### config.mk
export PLATFORM = sky130hd
export DESIGN_NAME = cache_line_bus_arbiter_flat
export DESIGN_NICKNAME = d
export VERILOG_FILES = /design/src/rtl/cache_line_bus_arbiter_if.sv /design/src/rtl/cache_line_bus_arbiter.sv /design/src/flat_wrapper.sv
export SDC_FILE = /design/constraint.sdc
export NUM_CORES = 1
export LEC_CHECK = 0
export CORE_AREA = 2 2 316 318
export CTS_CLUSTER_DIAMETER = 50
export DETAILED_ROUTE_END_ITERATION = 6
export DIE_AREA = 0 0 318 320
export GPL_ROUTABILITY_DRIVEN = 0
export SYNTH_ARGS = -nofsm -noshare
export SYNTH_HDL_FRONTEND = slang
export SYNTH_SLANG_ARGS = --single-unit
### constraint.sdc
create_clock -name clk -period 2 [get_ports clk]
set_input_delay 0.5 -clock clk [delete_from_list [all_inputs] [get_ports clk]]
set_output_delay 0.5 -clock clk [all_outputs]
set_load 0.01 [all_outputs]
### src/rtl/cache_line_bus_arbiter_if.sv
// Line-bus bundle between ICache/DCache line masters, the arbiter and the AXI bridge slave port.
// master: the arbiter's view; slave: the surrounding caches and bridge.
interface cache_line_bus_arbiter_if #(
  parameter int unsigned ADDR_W = 32,
  parameter int unsigned LINE_W = 128
);
  logic              i_rd_req;
  logic [ADDR_W-1:0] i_rd_addr;
  logic              i_rd_rdy;
  logic              i_ret_valid;
  logic [LINE_W-1:0] i_ret_data;

  logic              d_rd_req;
  logic [ADDR_W-1:0] d_rd_addr;
  logic              d_rd_rdy;
  logic              d_ret_valid;
  logic [LINE_W-1:0] d_ret_data;
  logic              d_wr_req;
  logic [ADDR_W-1:0] d_wr_addr;
  logic [LINE_W-1:0] d_wr_data;
  logic              d_wr_rdy;
  logic              d_wr_valid;

  logic              m_rd_req;
  logic [ADDR_W-1:0] m_rd_addr;
  logic              m_rd_rdy;
  logic              m_ret_valid;
  logic [LINE_W-1:0] m_ret_data;
  logic              m_wr_req;
  logic [ADDR_W-1:0] m_wr_addr;
  logic [LINE_W-1:0] m_wr_data;
  logic              m_wr_rdy;
  logic              m_wr_valid;

  modport master (
    input  i_rd_req, i_rd_addr, d_rd_req, d_rd_addr, d_wr_req, d_wr_addr, d_wr_data,
    input  m_rd_rdy, m_ret_valid, m_ret_data, m_wr_rdy, m_wr_valid,
    output i_rd_rdy, i_ret_valid, i_ret_data, d_rd_rdy, d_ret_valid, d_ret_data,
    output d_wr_rdy, d_wr_valid,
    output m_rd_req, m_rd_addr, m_wr_req, m_wr_addr, m_wr_data
  );

  modport slave (
    output i_rd_req, i_rd_addr, d_rd_req, d_rd_addr, d_wr_req, d_wr_addr, d_wr_data,
    output m_rd_rdy, m_ret_valid, m_ret_data, m_wr_rdy, m_wr_valid,
    input  i_rd_rdy, i_ret_valid, i_ret_data, d_rd_rdy, d_ret_valid, d_ret_data,
    input  d_wr_rdy, d_wr_valid,
    input  m_rd_req, m_rd_addr, m_wr_req, m_wr_addr, m_wr_data
  );
endinterface

### src/rtl/cache_line_bus_arbiter.sv
// Serialises ICache/DCache line refills and DCache writebacks onto one bridge port.
// Writeback has priority; reads round-robin between I and D, one transaction outstanding.
module cache_line_bus_arbiter #(
  parameter int unsigned ADDR_W = 32,
  parameter int unsigned LINE_W = 128
) (
  input  logic clk,
  input  logic resetn,
  cache_line_bus_arbiter_if.master bus
);

  typedef enum logic [2:0] {IDLE, RD_REQ, RD_WAIT, WR_REQ, WR_WAIT} state_e;

  localparam logic OWN_I = 1'b0;
  localparam logic OWN_D = 1'b1;

  state_e            state_q, state_d;
  logic              owner_q, owner_d;
  logic              rr_last_q, rr_last_d;
  logic [ADDR_W-1:0] rd_addr_q, rd_addr_d;
  logic [ADDR_W-1:0] wr_addr_q, wr_addr_d;
  logic [LINE_W-1:0] wr_data_q, wr_data_d;
  logic              grant_i, grant_d, grant_w;

  // State and latched transaction registers
  always_ff @(posedge clk or negedge resetn) begin
    if (!resetn) begin
      state_q   <= IDLE;
      owner_q   <= OWN_I;
      rr_last_q <= OWN_D;
      rd_addr_q <= '0;
      wr_addr_q <= '0;
      wr_data_q <= '0;
    end else begin
      state_q   <= state_d;
      owner_q   <= owner_d;
      rr_last_q <= rr_last_d;
      rd_addr_q <= rd_addr_d;
      wr_addr_q <= wr_addr_d;
      wr_data_q <= wr_data_d;
    end
  end

  // Next-state and grant selection; writes never touch rr_last
  always_comb begin
    state_d   = state_q;
    owner_d   = owner_q;
    rr_last_d = rr_last_q;
    rd_addr_d = rd_addr_q;
    wr_addr_d = wr_addr_q;
    wr_data_d = wr_data_q;
    grant_i   = 1'b0;
    grant_d   = 1'b0;
    grant_w   = 1'b0;
    unique case (state_q)
      IDLE: begin
        if (bus.d_wr_req) begin
          grant_w   = 1'b1;
          wr_addr_d = bus.d_wr_addr;
          wr_data_d = bus.d_wr_data;
          state_d   = WR_REQ;
        end else if (bus.i_rd_req && (!bus.d_rd_req || rr_last_q == OWN_D)) begin
          grant_i   = 1'b1;
          rd_addr_d = bus.i_rd_addr;
          owner_d   = OWN_I;
          rr_last_d = OWN_I;
          state_d   = RD_REQ;
        end else if (bus.d_rd_req) begin
          grant_d   = 1'b1;
          rd_addr_d = bus.d_rd_addr;
          owner_d   = OWN_D;
          rr_last_d = OWN_D;
          state_d   = RD_REQ;
        end
      end
      RD_REQ:  if (bus.m_rd_rdy)    state_d = RD_WAIT;
      RD_WAIT: if (bus.m_ret_valid) state_d = IDLE;
      WR_REQ:  if (bus.m_wr_rdy)    state_d = WR_WAIT;
      WR_WAIT: if (bus.m_wr_valid)  state_d = IDLE;
      default: state_d = IDLE;
    endcase
  end

  // Upstream handshakes; gated by resetn so nothing leaks out while reset is held
  always_comb begin
    bus.i_rd_rdy    = 1'b0;
    bus.d_rd_rdy    = 1'b0;
    bus.d_wr_rdy    = 1'b0;
    bus.i_ret_valid = 1'b0;
    bus.d_ret_valid = 1'b0;
    bus.d_wr_valid  = 1'b0;
    if (resetn) begin
      bus.i_rd_rdy    = grant_i;
      bus.d_rd_rdy    = grant_d;
      bus.d_wr_rdy    = grant_w;
      bus.i_ret_valid = (state_q == RD_WAIT) && (owner_q == OWN_I) && bus.m_ret_valid;
      bus.d_ret_valid = (state_q == RD_WAIT) && (owner_q == OWN_D) && bus.m_ret_valid;
      bus.d_wr_valid  = (state_q == WR_WAIT) && bus.m_wr_valid;
    end
  end

  // Downstream request side comes straight from registers
  assign bus.m_rd_req   = (state_q == RD_REQ);
  assign bus.m_rd_addr  = rd_addr_q;
  assign bus.m_wr_req   = (state_q == WR_REQ);
  assign bus.m_wr_addr  = wr_addr_q;
  assign bus.m_wr_data  = wr_data_q;
  assign bus.i_ret_data = bus.m_ret_data;
  assign bus.d_ret_data = bus.m_ret_data;

endmodule

### src/flat_wrapper.sv
// flat-port wrapper written by rule: the top's interface ports become plain ports
module cache_line_bus_arbiter_flat 
#(
  parameter int unsigned ADDR_W = 32,
  parameter int unsigned LINE_W = 128
)
  (clk, resetn, bus_i_rd_req, bus_i_rd_addr, bus_d_rd_req, bus_d_rd_addr, bus_d_wr_req, bus_d_wr_addr, bus_d_wr_data, bus_m_rd_rdy, bus_m_ret_valid, bus_m_ret_data, bus_m_wr_rdy, bus_m_wr_valid, bus_i_rd_rdy, bus_i_ret_valid, bus_i_ret_data, bus_d_rd_rdy, bus_d_ret_valid, bus_d_ret_data, bus_d_wr_rdy, bus_d_wr_valid, bus_m_rd_req, bus_m_rd_addr, bus_m_wr_req, bus_m_wr_addr, bus_m_wr_data);
  cache_line_bus_arbiter_if #(.ADDR_W(ADDR_W), .LINE_W(LINE_W)) bus_i ();
  input  logic clk;
  input  logic resetn;
  input wire logic [$bits(bus_i.i_rd_req)-1:0] bus_i_rd_req;
  input wire logic [$bits(bus_i.i_rd_addr)-1:0] bus_i_rd_addr;
  input wire logic [$bits(bus_i.d_rd_req)-1:0] bus_d_rd_req;
  input wire logic [$bits(bus_i.d_rd_addr)-1:0] bus_d_rd_addr;
  input wire logic [$bits(bus_i.d_wr_req)-1:0] bus_d_wr_req;
  input wire logic [$bits(bus_i.d_wr_addr)-1:0] bus_d_wr_addr;
  input wire logic [$bits(bus_i.d_wr_data)-1:0] bus_d_wr_data;
  input wire logic [$bits(bus_i.m_rd_rdy)-1:0] bus_m_rd_rdy;
  input wire logic [$bits(bus_i.m_ret_valid)-1:0] bus_m_ret_valid;
  input wire logic [$bits(bus_i.m_ret_data)-1:0] bus_m_ret_data;
  input wire logic [$bits(bus_i.m_wr_rdy)-1:0] bus_m_wr_rdy;
  input wire logic [$bits(bus_i.m_wr_valid)-1:0] bus_m_wr_valid;
  output wire logic [$bits(bus_i.i_rd_rdy)-1:0] bus_i_rd_rdy;
  output wire logic [$bits(bus_i.i_ret_valid)-1:0] bus_i_ret_valid;
  output wire logic [$bits(bus_i.i_ret_data)-1:0] bus_i_ret_data;
  output wire logic [$bits(bus_i.d_rd_rdy)-1:0] bus_d_rd_rdy;
  output wire logic [$bits(bus_i.d_ret_valid)-1:0] bus_d_ret_valid;
  output wire logic [$bits(bus_i.d_ret_data)-1:0] bus_d_ret_data;
  output wire logic [$bits(bus_i.d_wr_rdy)-1:0] bus_d_wr_rdy;
  output wire logic [$bits(bus_i.d_wr_valid)-1:0] bus_d_wr_valid;
  output wire logic [$bits(bus_i.m_rd_req)-1:0] bus_m_rd_req;
  output wire logic [$bits(bus_i.m_rd_addr)-1:0] bus_m_rd_addr;
  output wire logic [$bits(bus_i.m_wr_req)-1:0] bus_m_wr_req;
  output wire logic [$bits(bus_i.m_wr_addr)-1:0] bus_m_wr_addr;
  output wire logic [$bits(bus_i.m_wr_data)-1:0] bus_m_wr_data;
  assign bus_i.i_rd_req = bus_i_rd_req;
  assign bus_i.i_rd_addr = bus_i_rd_addr;
  assign bus_i.d_rd_req = bus_d_rd_req;
  assign bus_i.d_rd_addr = bus_d_rd_addr;
  assign bus_i.d_wr_req = bus_d_wr_req;
  assign bus_i.d_wr_addr = bus_d_wr_addr;
  assign bus_i.d_wr_data = bus_d_wr_data;
  assign bus_i.m_rd_rdy = bus_m_rd_rdy;
  assign bus_i.m_ret_valid = bus_m_ret_valid;
  assign bus_i.m_ret_data = bus_m_ret_data;
  assign bus_i.m_wr_rdy = bus_m_wr_rdy;
  assign bus_i.m_wr_valid = bus_m_wr_valid;
  assign bus_i_rd_rdy = bus_i.i_rd_rdy;
  assign bus_i_ret_valid = bus_i.i_ret_valid;
  assign bus_i_ret_data = bus_i.i_ret_data;
  assign bus_d_rd_rdy = bus_i.d_rd_rdy;
  assign bus_d_ret_valid = bus_i.d_ret_valid;
  assign bus_d_ret_data = bus_i.d_ret_data;
  assign bus_d_wr_rdy = bus_i.d_wr_rdy;
  assign bus_d_wr_valid = bus_i.d_wr_valid;
  assign bus_m_rd_req = bus_i.m_rd_req;
  assign bus_m_rd_addr = bus_i.m_rd_addr;
  assign bus_m_wr_req = bus_i.m_wr_req;
  assign bus_m_wr_addr = bus_i.m_wr_addr;
  assign bus_m_wr_data = bus_i.m_wr_data;
  cache_line_bus_arbiter #(.ADDR_W(ADDR_W), .LINE_W(LINE_W)) u_core (.clk(clk), .resetn(resetn), .bus(bus_i));
endmodule
======== Yosys cells after proc, flatten, opt, wreduce, memory -nomap -nowiden ========
Cells that the tools add are included.
storage, ports and cells
  output and inout bits ................... 456
  input port bits ......................... 361
  logic and storage cells ................. 57
  register bits after elaboration ......... 197
cells by class
  eq/ne operators ......................... 9
  reductions and logical operators ........ 13
  muxes and demuxes ....................... 27
  bitwise logic cells ..................... 2
operators with widths
  operator            number
  $mux 32             2
  $mux 3              7
  $mux 1              17
  $pmux 3 s5          1
  $ne 2x2->1 const B  4
  $eq 3x2->1 const B  2
  $logic_and 1x1->1   6
  $reduce_and 5->1    1
  $ne 4x3->1 const B  1
  $eq 3x1->1 const B  1
  $eq 3x3->1 const B  1
  $logic_not 3->1     1
  $reduce_and 3->1    1
  $not 1->1           2
  $reduce_and 2->1    1
  $reduce_bool 2->1   1
  $logic_not 1->1     1
  $logic_or 1x1->1    1

======== Longest topological paths before layout ========
  depth after elaboration ................. 7
  gate-level depth with buffers ........... 6
  gate-level depth less buffers ........... 5

======== Worst setup path after synthesis ========
Ideal clock, no wire load.
  kind .................................... register to output
  start point ............................. register u_core.state_q[1]
  end point ............................... output port bus_d_wr_rdy
  data arrival time ....................... 1.415 ns
  stages on the path, launching flop included .. 7
  slack ................................... 0.085 ns
  required time ........................... 1.500 ns
  path buffers ............................ 4
  path through ............................ dfrtp_1 > buf_6 > nor4b_1 > buf_2 > buf_4 > buf_4 > and2_1
on the way
  longest elaborated chain between the ends .. 3
ends and longest elaborated chain
  what                      line                          text
  start: declaration        cache_line_bus_arbiter.sv:17  state_e state_q, state_d;
  start signal: assignment  cache_line_bus_arbiter.sv:35  state_q <= state_d;
  $logic_not 3->1           cache_line_bus_arbiter.sv:55  unique case (state_q)
  $mux 1                    cache_line_bus_arbiter.sv:55
  $mux 1                    cache_line_bus_arbiter.sv:92  if (resetn) begin
  end: declaration          flat_wrapper.sv:29            output wire logic [$bits(bus_i.d_wr_rdy)-1:0] bus_d_wr_rdy;
No other way between the ends.

======== Worst setup path in the final report ========
  start point ............................. register u_core.state_q[0]
  end point ............................... output port bus_i_ret_valid
on the way
  longest elaborated chain between the ends .. 4
ends and longest elaborated chain
  what                             line                          text
  $eq 3x2->1                       cache_line_bus_arbiter.sv:96  bus.i_ret_valid = (state_q == RD_WAIT) && (owner_q == OWN_I) && bus.m_ret_valid;
  $logic_and 1x1->1 (2 in series)  cache_line_bus_arbiter.sv:96
  $mux 1                           cache_line_bus_arbiter.sv:92
  end: declaration                 flat_wrapper.sv:24            output wire logic [$bits(bus_i.i_ret_valid)-1:0] bus_i_ret_valid;
No other way between the ends.

==> summary.md <==
| Metric | Value |
|---|---|
| Worst-margin pin slew | 750 ps |
| WP buf/inv | 3 |
| CTS tree | built |
| # clock sinks | 197 |
| Yosys cell types | 32 |
| First-pass GRT wire length | 53.2 mm |
| Final hold vios | 0 |
| TritonRoute pass-1 iters | 4 |
| Final setup viols | 8 |
| Routed WL | 39.1 mm |
| Seq/Total Area, Yosys | 49.9% |
| Critical Path Source Type | flop |
| Hold Slack | 40.0 ps |
| Critical Path AT | 1810 ps |
| Setup CP Type | flop to primary output |
| PortBufs | 432 |
| Failing checks | setup timing |
| Seq cells post-synth | 197 |
| Io pins | 817 |
| Initial Util | 10.1% |
| Most used cell, CP | buf_6 |
| Leak pwr | 5.80 nW |
| Post-layout util | 15.2% |
| Tot Pwr | 20.8 mW |
| Final period utilization | 115% |
| Synth top area cells | dfrtp_1 50%, buf_4 20%, mux2_1 10%, mux2_2 8.1%, a2bb2oi_2 4.6% |
| Remaining DRCs | 0 |
| Via density per instance | 2.87 |
| WL per Instance | 17.3 um |
| Avg Cell Area, Syn | 13.2 um2 |
| Initial antenna violation count | 20 |
| Vias in the first global route | 6981 |
| Post-synth top area share | 49.6% |
| Vias | 6495 |
| Core Box Area | 98000 um2 |
| Hold Crit Class | input pin to asynchronous set/reset pin |
| Synth warn | 0 |
| Rows | 115 |
| Slew Viols, Final | 0 |
| Post-synth ARST share | 100% |
| Post-synthesis instance total | 752 |
| Antenna Cells | 0 |
| Die area | 102000 um2 |
| Predominant post-synthesis flop cell | dfrtp_1 |
| Grt ovf | 0 |
| Max Fclk | 433 MHz |
| Crit end category | primary output |
| Area grow syn2layout | 50.3% |
| Clock-pin slew on the worst setup and hold paths | 90 ps |
| GRT Resource Usage Total | 7.56% |
| CP required | 1500 ps |
| Crit-path leading delay family | flip-flops |
| Max-cap violations | 0 |
| EDFF count, synth | 0 |
| Setup WS pre-CTS | -842 ps |
| PD cells | 1400 nW/um2 |
| Outcome | finished, violations left |
| Die Ht | 320 um |
| Worst-path cell chain | buf_6 > buf_6 > nand4b_1 > nor2_1 > buf_2 |
| NumNets Final | 1323 |
| Unrepaired setup endpoints after global routing | true |
| Worst stage delay on the critical path | 460 ps |
| Top cell type by total area after synthesis | dfrtp_1 |
| Worst skew pair latency | 500 ps |
| Syn Nets | 1113 |
| Slowest cell on the critical path | dfrtp_2 |
| CTS HTree Levels | 4 |
| Setup WS post-layout | -307 ps |
| Die width | 318 um |
| Most numerous cell in the Yosys netlist | buf_4 |
| Layout cells sized above 1 | 22.3% |
| Largest fanout on the critical path | 3 |
| CTS Buf Count | 17 |
| Worst slew margin | 50.0% |
| Clk buf depth | 2 |
| Mapped Area | 9890 um2 |
| Worst vdd ir | 0.626 mV |
| Pin count of the biggest net entering global routing | 83 |
| Initial DRC count | 171 |
| Commonest cells post-synth | 267 x buf_4, 196 x dfrtp_1, 90 x mux2_1, 71 x mux2_2, 32 x o32ai_1 |
| Antenna Nets Post-Route | 0 |
| Root buffer cell | clkbuf_16 |
| HPWL Detailed | 31.3 mm |
| Min Tclk post-route | 2310 ps |
| Setup Skew | 10.9 ps |
==> layout by cell type, fill, tap and decap left out, drive strengths merged, types with 2 or more instances in the layout <==
master	n
clkinv	5
dlygate4sd3	2
nand2	6
clkbuf	20
o32ai	32
buf	58
dlymetal6s2s	18
nor2	7
inv	13
o21ai	2
mux2	161
dlygate4sd2	75
a211oi	3
a2bb2oi	32
nor2b	3
clkdlybuf4s50	329
dfrtp	196
==> final cells by class <==
type	count	area, um2
timing repair buffer	485	4820
inverter	3	11.3
sequential	197	4940
tap	1287	1610
clock buffer	17	425
multi-input combinational	258	2860
fill	10900	83100
clock inverter	15	191
==> where the power goes <==
part	switching [mW]	internal, mW	leakage, nW
Clock	2.12	1.73	0.301
Combinational	4.11	5.69	3.21
Sequential	1.13	6.03	2.29
==> kinds of logic (layout without fill, tap and decap cells) <==
logic type             Yosys count  in the layout  share of synthesized area, %
muxes                          161            161                          18.3
buffers and inverters          297            520                          22.1
DFF                            197            197                          49.9
AOI/OAI and AO/OA               74             74                          8.27
and+or+nand+nor                 23             23                          1.45
==> what timing repair did <==
item / in CTS / in global routing
gates cloned: 0 / 2
resized for setup: 133 / 32
buffers inserted: 5 / 7
hold endpoints to repair: 21 / 0
hold buffers: 2 / 0
pin swaps: 13 / 10
endpoints found under the setup margin: 230 / 143
==> flip-flops by register name, indices dropped and copies added, names as in the netlist <==
register,flops
u_core.owner_q,1
u_core.bus.m_rd_addr,32
u_core.bus.m_wr_addr,32
u_core.rr_last_q,1
u_core.state_q,3
u_core.bus.m_wr_data,128
==> worst paths after layout <==
kind | startpoint | endpoint | slack (ps) | cells past startpoint
worst max-delay path | u_core.state_q[0] | bus_i_ret_valid | -310 | 5
worst min-delay path | resetn | u_core.bus.m_wr_addr[29] | 40 | 2
worst max register to register | u_core.state_q[1] | u_core.bus.m_rd_addr[13] | 60 | 6
worst min register to register | u_core.bus.m_wr_addr[19] | u_core.bus.m_wr_addr[19] | 490 | 1
max in group asynchronous | resetn | u_core.bus.m_rd_addr[31] | 570 | 4
min in group clk | u_core.bus.m_wr_addr[19] | u_core.bus.m_wr_addr[19] | 490 | 1
==> layer usage <==
layer | share of wire (%) | GRT usage (%) | up-vias
met3 | 16 | 5.86 | 104
li1 | - | - | 2779
met4 | 3.0 | 3.49 | 26
met5 | 0.44 | 0 | -
met1 | 35 | 7.26 | 3036
met2 | 46 | 11.9 | 550
==> metrics by stage <==
stage	instances	area (um2)	setup TNS (ps)
final	2262	14900	-1660
after global placement	2215	14000	-108460
after detailed placement	2215	14000	-108830
after global routing	2262	14900	-2670
after CTS	2253	14700	-2420
after floorplan	752	9890	0
(Power assumes the default switching activity.)
